===== config.mk =====
export PLATFORM = sky130hd
export DESIGN_NAME = his_acq_scheduler_flat
export DESIGN_NICKNAME = d
export VERILOG_FILES = /design/src/rtl/his_acq_scheduler_pkg.sv /design/src/rtl/his_acq_scheduler_if.sv /design/src/rtl/his_acq_scheduler_rr_arbiter.sv /design/src/rtl/his_acq_scheduler.sv /design/src/flat_wrapper.sv
export SDC_FILE = /design/constraint.sdc
export NUM_CORES = 1
export LEC_CHECK = 0
export ABC_AREA = 1
export BUFFER_PORTS_ARGS = -buffer_cell sky130_fd_sc_hd__buf_2
export CAP_MARGIN = 25
export CORE_ASPECT_RATIO = 1.25
export CORE_MARGIN = 2
export CORE_UTILIZATION = 50
export DETAILED_ROUTE_END_ITERATION = 16
export GPL_TIMING_DRIVEN = 0
export PLACE_DENSITY = 0.83
export SLEW_MARGIN = 15
export SYNTH_ARGS = -nofsm -noshare
export SYNTH_HDL_FRONTEND = slang
export SYNTH_SLANG_ARGS = --single-unit
export TNS_END_PERCENT = 20

===== constraint.sdc =====
create_clock -name clk -period 2.13 [get_ports clk]
set_clock_uncertainty 0.05 [all_clocks]
set_input_delay 0.213 -clock clk [delete_from_list [all_inputs] [get_ports clk]]
set_output_delay 0.213 -clock clk [all_outputs]
set_load 0.05 [all_outputs]

===== src/rtl/his_acq_scheduler_pkg.sv =====
// Shared definitions for the histogram acquisition scheduler: default
// geometry, FSM state encoding and the clear-origin flag.
package his_acq_scheduler_pkg;

    localparam int DEF_N_REQ     = 4;
    localparam int DEF_SEL_W     = 2;
    localparam int DEF_NB        = 8;
    localparam int DEF_ACQ_NUM   = 1024;
    localparam int DEF_ACQ_W     = 17;
    localparam int DEF_FRM_W     = 9;
    localparam int DEF_DRAIN_CYC = 2;

    // Frame sequencing states; IDLE is all-zero so a reset state reads as 0.
    typedef enum logic [2:0] {
        ST_IDLE  = 3'd0,
        ST_CLEAR = 3'd1,
        ST_ACQ   = 3'd2,
        ST_DRAIN = 3'd3,
        ST_READ  = 3'd4
    } state_e;

    // Value of the clear-origin flag when the running CLEAR closes a frame
    // (it was entered from READ rather than from IDLE).
    localparam logic CLR_FROM_READ = 1'b1;

endpackage


===== src/rtl/his_acq_scheduler_if.sv =====
// Requester and histogram-bank bus of the acquisition scheduler.
//
// Handshakes:
//   req_valid[i]/req_ready[i]: requester i presents req_bin slice i with
//   req_valid high and holds both until a cycle where req_ready[i] is also
//   high; that cycle transfers the event. req_ready is one-hot or zero.
//   rd_ready: the bank readout consumer accepts one word in each cycle it is
//   high; the scheduler issues hb_rd_en for exactly those cycles, one cycle
//   later on the registered hb_* outputs.
interface his_acq_scheduler_if
    import his_acq_scheduler_pkg::*;
#(
    parameter int N_REQ = DEF_N_REQ,
    parameter int NB    = DEF_NB,
    parameter int SEL_W = DEF_SEL_W
);
    logic [N_REQ-1:0]    req_valid;
    logic [N_REQ*NB-1:0] req_bin;
    logic [N_REQ-1:0]    req_ready;
    logic                hb_wr_en;
    logic                hb_rd_en;
    logic                hb_clr_en;
    logic [SEL_W-1:0]    hb_sel;
    logic [NB-1:0]       hb_addr;
    logic                rd_ready;

    // Scheduler side.
    modport master (
        input  req_valid, req_bin, rd_ready,
        output req_ready, hb_wr_en, hb_rd_en, hb_clr_en, hb_sel, hb_addr
    );

    // Requesters / histogram banks / readout side.
    modport slave (
        output req_valid, req_bin, rd_ready,
        input  req_ready, hb_wr_en, hb_rd_en, hb_clr_en, hb_sel, hb_addr
    );
endinterface


===== src/rtl/his_acq_scheduler_rr_arbiter.sv =====
// Combinational round-robin arbiter. The caller owns the pointer and moves
// it to winner+1 whenever gnt_vld is high; N_REQ must be a power of two so
// the index arithmetic wraps naturally.
module his_acq_scheduler_rr_arbiter
    import his_acq_scheduler_pkg::*;
#(
    parameter int N_REQ = DEF_N_REQ,
    parameter int SEL_W = DEF_SEL_W
) (
    input  logic [N_REQ-1:0] req,
    input  logic [SEL_W-1:0] ptr,
    input  logic             adv_en,
    output logic [N_REQ-1:0] gnt,
    output logic [SEL_W-1:0] gnt_idx,
    output logic             gnt_vld
);

    logic [SEL_W-1:0] idx;

    // Scan from the pointer upward and take the first active request.
    always_comb begin
        gnt     = '0;
        gnt_idx = '0;
        gnt_vld = 1'b0;
        idx     = '0;
        for (int i = 0; i < N_REQ; i++) begin
            idx = ptr + SEL_W'(i);
            if (adv_en && !gnt_vld && req[idx]) begin
                gnt_vld  = 1'b1;
                gnt_idx  = idx;
                gnt[idx] = 1'b1;
            end
        end
    end

endmodule


===== src/rtl/his_acq_scheduler.sv =====
// Histogram acquisition scheduler: runs each frame through
// CLEAR -> ACQ -> DRAIN -> READ -> CLEAR, arbitrating TDC bin events onto
// the single bank write port during ACQ and sweeping every bank/bin for
// readout and clearing. All hb_* commands are registered (one cycle after
// the decision) and at most one of wr/rd/clr is high in any cycle.
module his_acq_scheduler
    import his_acq_scheduler_pkg::*;
#(
    parameter int N_REQ     = DEF_N_REQ,
    parameter int SEL_W     = DEF_SEL_W,
    parameter int NB        = DEF_NB,
    parameter int ACQ_NUM   = DEF_ACQ_NUM,
    parameter int ACQ_W     = DEF_ACQ_W,
    parameter int FRM_W     = DEF_FRM_W,
    parameter int DRAIN_CYC = DEF_DRAIN_CYC
) (
    input  logic                 clk,
    input  logic                 res,
    input  logic                 start,
    input  logic                 stop,
    input  logic                 laser_sync,
    his_acq_scheduler_if.master  bus,
    output logic                 busy,
    output logic                 frame_done,
    output logic [FRM_W-1:0]     frame_cnt,
    output state_e               state_dbg
);

    localparam int SWP_W = SEL_W + NB;
    localparam int DRN_W = $clog2(DRAIN_CYC + 1);
    localparam logic [SWP_W-1:0] SWP_LAST = '1;

    state_e             state_q, state_d;
    logic [SWP_W-1:0]   swp_q, swp_d;
    logic               clr_from_read_q, clr_from_read_d;
    logic [ACQ_W-1:0]   acq_cnt_q, acq_cnt_d;
    logic [DRN_W-1:0]   drain_cnt_q, drain_cnt_d;
    logic [SEL_W-1:0]   rr_ptr_q, rr_ptr_d;
    logic [FRM_W-1:0]   frame_cnt_q, frame_cnt_d;
    logic               frame_done_q, frame_done_d;
    logic               wr_q, wr_d;
    logic               rd_q, rd_d;
    logic               clr_q, clr_d;
    logic [SEL_W-1:0]   sel_q, sel_d;
    logic [NB-1:0]      addr_q, addr_d;

    logic [N_REQ-1:0]   gnt;
    logic [SEL_W-1:0]   gnt_idx;
    logic               gnt_vld;

    // Arbitration is only live while acquiring, so req_ready is zero elsewhere.
    his_acq_scheduler_rr_arbiter #(
        .N_REQ (N_REQ),
        .SEL_W (SEL_W)
    ) u_arb (
        .req     (bus.req_valid),
        .ptr     (rr_ptr_q),
        .adv_en  (state_q == ST_ACQ),
        .gnt     (gnt),
        .gnt_idx (gnt_idx),
        .gnt_vld (gnt_vld)
    );

    assign bus.req_ready = gnt;
    assign bus.hb_wr_en  = wr_q;
    assign bus.hb_rd_en  = rd_q;
    assign bus.hb_clr_en = clr_q;
    assign bus.hb_sel    = sel_q;
    assign bus.hb_addr   = addr_q;
    assign busy          = (state_q != ST_IDLE);
    assign frame_done    = frame_done_q;
    assign frame_cnt     = frame_cnt_q;
    assign state_dbg     = state_q;

    // Next-state, counter and registered-command decode.
    always_comb begin
        state_d         = state_q;
        swp_d           = swp_q;
        clr_from_read_d = clr_from_read_q;
        acq_cnt_d       = acq_cnt_q;
        drain_cnt_d     = drain_cnt_q;
        rr_ptr_d        = rr_ptr_q;
        frame_cnt_d     = frame_cnt_q;
        frame_done_d    = 1'b0;
        wr_d            = 1'b0;
        rd_d            = 1'b0;
        clr_d           = 1'b0;
        sel_d           = '0;
        addr_d          = '0;

        case (state_q)
            ST_IDLE: begin
                // Every run opens with a full clear that does not count as a frame.
                if (start) begin
                    state_d         = ST_CLEAR;
                    swp_d           = '0;
                    clr_from_read_d = 1'b0;
                end
            end

            ST_CLEAR: begin
                clr_d           = 1'b1;
                {sel_d, addr_d} = swp_q;
                if (swp_q == SWP_LAST) begin
                    swp_d           = '0;
                    clr_from_read_d = 1'b0;
                    if (clr_from_read_q == CLR_FROM_READ) begin
                        frame_done_d = 1'b1;
                        frame_cnt_d  = frame_cnt_q + 1'b1;
                    end
                    state_d = stop ? ST_IDLE : ST_ACQ;
                end else begin
                    swp_d = swp_q + 1'b1;
                end
            end

            ST_ACQ: begin
                // The grant in the window-closing cycle is still honoured.
                if (gnt_vld) begin
                    wr_d     = 1'b1;
                    sel_d    = gnt_idx;
                    addr_d   = bus.req_bin[gnt_idx*NB +: NB];
                    rr_ptr_d = gnt_idx + 1'b1;
                end
                if (laser_sync) begin
                    if (acq_cnt_q == ACQ_W'(ACQ_NUM - 1)) begin
                        acq_cnt_d   = '0;
                        drain_cnt_d = '0;
                        state_d     = ST_DRAIN;
                    end else begin
                        acq_cnt_d = acq_cnt_q + 1'b1;
                    end
                end
            end

            ST_DRAIN: begin
                // Give the bank's read-modify-write pipeline time to retire.
                if (drain_cnt_q == DRN_W'(DRAIN_CYC - 1)) begin
                    drain_cnt_d = '0;
                    swp_d       = '0;
                    state_d     = ST_READ;
                end else begin
                    drain_cnt_d = drain_cnt_q + 1'b1;
                end
            end

            ST_READ: begin
                // The sweep only moves on cycles the consumer accepts a word.
                if (bus.rd_ready) begin
                    rd_d            = 1'b1;
                    {sel_d, addr_d} = swp_q;
                    if (swp_q == SWP_LAST) begin
                        swp_d           = '0;
                        clr_from_read_d = CLR_FROM_READ;
                        state_d         = ST_CLEAR;
                    end else begin
                        swp_d = swp_q + 1'b1;
                    end
                end
            end

            default: begin
                state_d = ST_IDLE;
            end
        endcase
    end

    // State and registered outputs; reset aborts any sweep in progress.
    always_ff @(posedge clk or posedge res) begin
        if (res) begin
            state_q         <= ST_IDLE;
            swp_q           <= '0;
            clr_from_read_q <= 1'b0;
            acq_cnt_q       <= '0;
            drain_cnt_q     <= '0;
            rr_ptr_q        <= '0;
            frame_cnt_q     <= '0;
            frame_done_q    <= 1'b0;
            wr_q            <= 1'b0;
            rd_q            <= 1'b0;
            clr_q           <= 1'b0;
            sel_q           <= '0;
            addr_q          <= '0;
        end else begin
            state_q         <= state_d;
            swp_q           <= swp_d;
            clr_from_read_q <= clr_from_read_d;
            acq_cnt_q       <= acq_cnt_d;
            drain_cnt_q     <= drain_cnt_d;
            rr_ptr_q        <= rr_ptr_d;
            frame_cnt_q     <= frame_cnt_d;
            frame_done_q    <= frame_done_d;
            wr_q            <= wr_d;
            rd_q            <= rd_d;
            clr_q           <= clr_d;
            sel_q           <= sel_d;
            addr_q          <= addr_d;
        end
    end

endmodule

===== src/flat_wrapper.sv =====
// flat-port wrapper written by rule: the top's interface ports become plain ports
module his_acq_scheduler_flat import his_acq_scheduler_pkg::*;
#(
    parameter int N_REQ     = DEF_N_REQ,
    parameter int SEL_W     = DEF_SEL_W,
    parameter int NB        = DEF_NB,
    parameter int ACQ_NUM   = DEF_ACQ_NUM,
    parameter int ACQ_W     = DEF_ACQ_W,
    parameter int FRM_W     = DEF_FRM_W,
    parameter int DRAIN_CYC = DEF_DRAIN_CYC
)
  (clk, res, start, stop, laser_sync, busy, frame_done, frame_cnt, state_dbg, bus_req_valid, bus_req_bin, bus_rd_ready, bus_req_ready, bus_hb_wr_en, bus_hb_rd_en, bus_hb_clr_en, bus_hb_sel, bus_hb_addr);
  his_acq_scheduler_if #(.N_REQ(N_REQ), .NB(NB), .SEL_W(SEL_W)) bus_i ();
  input  logic clk;
  input  logic res;
  input  logic start;
  input  logic stop;
  input  logic laser_sync;
  output logic busy;
  output logic frame_done;
  output logic [FRM_W-1:0] frame_cnt;
  output state_e state_dbg;
  input wire logic [$bits(bus_i.req_valid)-1:0] bus_req_valid;
  input wire logic [$bits(bus_i.req_bin)-1:0] bus_req_bin;
  input wire logic [$bits(bus_i.rd_ready)-1:0] bus_rd_ready;
  output wire logic [$bits(bus_i.req_ready)-1:0] bus_req_ready;
  output wire logic [$bits(bus_i.hb_wr_en)-1:0] bus_hb_wr_en;
  output wire logic [$bits(bus_i.hb_rd_en)-1:0] bus_hb_rd_en;
  output wire logic [$bits(bus_i.hb_clr_en)-1:0] bus_hb_clr_en;
  output wire logic [$bits(bus_i.hb_sel)-1:0] bus_hb_sel;
  output wire logic [$bits(bus_i.hb_addr)-1:0] bus_hb_addr;
  assign bus_i.req_valid = bus_req_valid;
  assign bus_i.req_bin = bus_req_bin;
  assign bus_i.rd_ready = bus_rd_ready;
  assign bus_req_ready = bus_i.req_ready;
  assign bus_hb_wr_en = bus_i.hb_wr_en;
  assign bus_hb_rd_en = bus_i.hb_rd_en;
  assign bus_hb_clr_en = bus_i.hb_clr_en;
  assign bus_hb_sel = bus_i.hb_sel;
  assign bus_hb_addr = bus_i.hb_addr;
  his_acq_scheduler #(.N_REQ(N_REQ), .SEL_W(SEL_W), .NB(NB), .ACQ_NUM(ACQ_NUM), .ACQ_W(ACQ_W), .FRM_W(FRM_W), .DRAIN_CYC(DRAIN_CYC)) u_core (.clk(clk), .res(res), .start(start), .stop(stop), .laser_sync(laser_sync), .bus(bus_i), .busy(busy), .frame_done(frame_done), .frame_cnt(frame_cnt), .state_dbg(state_dbg));
endmodule

==> metrics.txt <==
Worst Path Required=1.87 ns; Net count, final=605; Worst-Margin Slew=0.546 ns; Fmax=432 MHz; status=finished, violations left; Initial Utilization=0.512; Clk pwr share=0.173; CP Launch Point=u_core.rr_ptr_q[0]$_DFFE_PP0P_; Area growth syn-to-layout=30.4%; die area=0.00775 mm2; Tmin final=2.32 ns; CTS max path bufs=2; delay-heaviest family, CP=simple AND/OR/NAND/NOR gates; first-pass GRT wire length=15500 um; Main synth FF type=dfrtp_1; placed cells=621; CP Depth=9; syn nets=507; first-pass iteration count of the detailed router=5; CTS tree=done; DR WL/cell=15.0 um; vias=3542; WP buf/inv=3; global route total overflow=0; DR vias/cell=5.44; Die Width=79.1 um; reg2reg setup slack=-0.13 ns; IO Count=73; CP Capture Type=output port; Die Y=97.9 um; initial antenna violation count=0; total wire length=9770 um; clock sinks=58; latest clock arrival within the worst-skew pair=0.34 ns; CP peak stage delay=0.45 ns; type of the worst min-delay path=input port to flip-flop; H-tree level count=3; Syn Std Cell Area=0.00353 mm2; port buffer count=72; core area=0.00689 mm2; final non-filler cell total=651; Clock transition at path regs=0.07 ns; Slew Viols, Final=0; largest net degree at the start of global routing=34; top cells by count, synth=nand2_1 (89), inv_1 (80), dfrtp_1 (58); max_slew headroom=0.636; share of cells above drive strength 1=0.324; Routed Antenna Nets=0; final worst path period share=1.09; synth top area cells=dfrtp_1 (41%), nand2_1 (9.5%), inv_1 (8.5%); CTS Buf Count=9; warnings from Yosys=0; LEAKAGE=0.00245 uW; final worst setup slack=-0.186 ns; worst-path cell chain=inv_4 > buf_6 > nand2_2 > nand3_4 > nand2_4 > nand3_4 > nand3_4 > o21ai_2 > buf_6; Rows=34; CP max stage cell=dfrtp_2; final instance area=0.00460 mm2; vias in the first global route=3493; most common cell in the netlist=nand2_1; 1st-iter DRT viols=268; Placed Area=0.00404 mm2; Setup crit start kind=flip-flop; Setup crit end=bus_req_ready[1]; Pint=3030 uW; final hold violations=0; peak supply drop=0.866 mV; Reg power frac=0.253; DP Wirelength=6150 um; post-synth top area cell=dfrtp_1; pre-CTS setup slack=-0.391 ns; ys async rst share=1.00; Root Buffer Master=clkbuf_8; final number of setup-violating endpoints=14; drc violations=0; RSZ-0062 raised after global routing=yes; synthesized area per cell=7.70 um2; critical path type=flip-flop to output port; Worst R2R Start=u_core.rr_ptr_q[0]$_DFFE_PP0P_; WP data arrival=2.05 ns; GRT Util Overall=0.249; worst r2r path cells=15; FF+latch count, synth=58; Yosys top cell area share=0.411; Gate Count Post-Synth=458; Worst R2R End=u_core.bus.hb_addr[6]$_DFF_PP0_; combinational share of power=0.574; failing checks=setup timing; CP most frequent cell=nand3_4; routability congestion estimate=0.892; Cell variety after synth=39; PwrDens=1310 mW/mm2; Max-cap violations=0; Net Switching=2990 uW; post-synthesis sequential area ratio=0.411; sw frac=0.497; # diodes=0; CP Max Fanout=8; Post-synth EDFFs=0
## flip-flops by register name (all words and copies together), names as in the netlist
| register | cells |
|---|---|
| u_core.swp_q | 10 |
| u_core.frame_cnt | 9 |
| u_core.bus.hb_addr | 8 |
| u_core.acq_cnt_q | 17 |
| u_core.state_dbg | 3 |
| u_core.bus.hb_clr_en | 1 |
| u_core.bus.hb_wr_en | 1 |
| u_core.drain_cnt_q | 2 |
| u_core.clr_from_read_q | 1 |
| u_core.bus.hb_rd_en | 1 |
| u_core.rr_ptr_q | 2 |
| u_core.frame_done | 1 |
| u_core.bus.hb_sel | 2 |
## per-stage QoR
step	util	power (uW)	hold slack [ns]	setup TNS (ns)
after global routing	0.667	6350	0.154	-2.75
after floorplan	-	3620	0.332	-0.0756
after global placement	0.583	4140	0.400	-15.84
after CTS	0.646	5600	0.117	-0.174
after detailed placement	0.586	4230	0.244	-4.29
final	0.667	6010	0.153	-1.44
## routing by layer
| layer | vias to the layer above | GRT usage | routed length (um) |
|---|---|---|---|
| li1 | 1689 | - | - |
| met3 | 32 | 0.0425 | 394 |
| met2 | 140 | 0.454 | 5350 |
| met1 | 1681 | 0.290 | 3650 |
| met4 | 0 | 0.0889 | 376 |
| met5 | - | 0 | 0 |
## worst min-delay path by stage
stage / start / endpoint / slack, ns / cells after the start
final: bus_req_bin[26] / u_core.bus.hb_addr[2]$_DFF_PP0_ / 0.15 / 5
after global routing: bus_req_bin[24] / u_core.bus.hb_addr[0]$_DFF_PP0_ / 0.15 / 5
after CTS: bus_rd_ready / u_core.bus.hb_rd_en$_DFF_PP0_ / 0.12 / 3
after detailed placement: res / u_core.state_dbg[2]$_DFFE_PP0P_ / 0.24 / 2
after global placement: u_core.frame_cnt[8]$_DFFE_PP0P_ / u_core.frame_cnt[8]$_DFFE_PP0P_ / 0.40 / 1
after floorplan: bus_rd_ready / u_core.bus.hb_rd_en$_DFF_PP0_ / 0.33 / 2
## logic make-up after synthesis
| kind of cell | synth area share |
|---|---|
| AOI/OAI and AO/OA | 0.0869 |
| xor gates and xnor gates | 0.0397 |
| adders and majority gates | 0.0248 |
| buffers and inverters | 0.107 |
| DFF | 0.411 |
| muxes | 0.00319 |
| and+or+nand+nor | 0.327 |
## cell type report
| cell class | count | area (um2) |
|---|---|---|
| buffer | 5 | 40.0 |
| clock buffer | 11 | 151 |
| clock inverter | 5 | 52.6 |
| fill | 536 | 2290 |
| inverter | 90 | 348 |
| multi-input combinational | 305 | 1910 |
| sequential | 58 | 1460 |
| tap | 90 | 113 |
| timing repair buffer | 87 | 529 |
## tightest hold or removal path: cells and delay by family
kind	cells	cell delay, ns
buffers and inverters	2	0.10
AND/OR/NAND/NOR	3	0.20
## cells in the final DEF (no fill, tap or decap), types with 8 or more instances in the layout
| cell type | count |
|---|---|
| nand2_1 | 81 |
| inv_1 | 78 |
| buf_2 | 70 |
| dfrtp_1 | 54 |
| nand3_1 | 49 |
| nor2_1 | 22 |
| o21ai_0 | 19 |
| nand4_1 | 17 |
| a21oi_1 | 15 |
| nand2_2 | 11 |
| clkbuf_8 | 11 |
| buf_4 | 11 |
| xnor2_1 | 9 |
| inv_2 | 8 |
| nand3_4 | 8 |
## power by group through the flow
| stage | sequential, uW | clock, uW | combinational, uW |
|---|---|---|---|
| floorplan | 1810 | 0 | 1820 |
| global placement | 1530 | 0 | 2610 |
| detailed placement | 1540 | 0 | 2700 |
| CTS | 1500 | 1040 | 3050 |
| global route | 1540 | 1100 | 3710 |
| finish | 1520 | 1040 | 3450 |
## timing repair
item                                    in CTS  in global routing
hold buffers                                 1                  0
gates resized for setup                     27                 29
endpoints found under the setup margin      16                 21
pin swaps                                    8                  9
setup buffers                               11                  2
endpoints found under the hold margin       25                  0
Note: power is estimated with default switching activity, not from simulation.
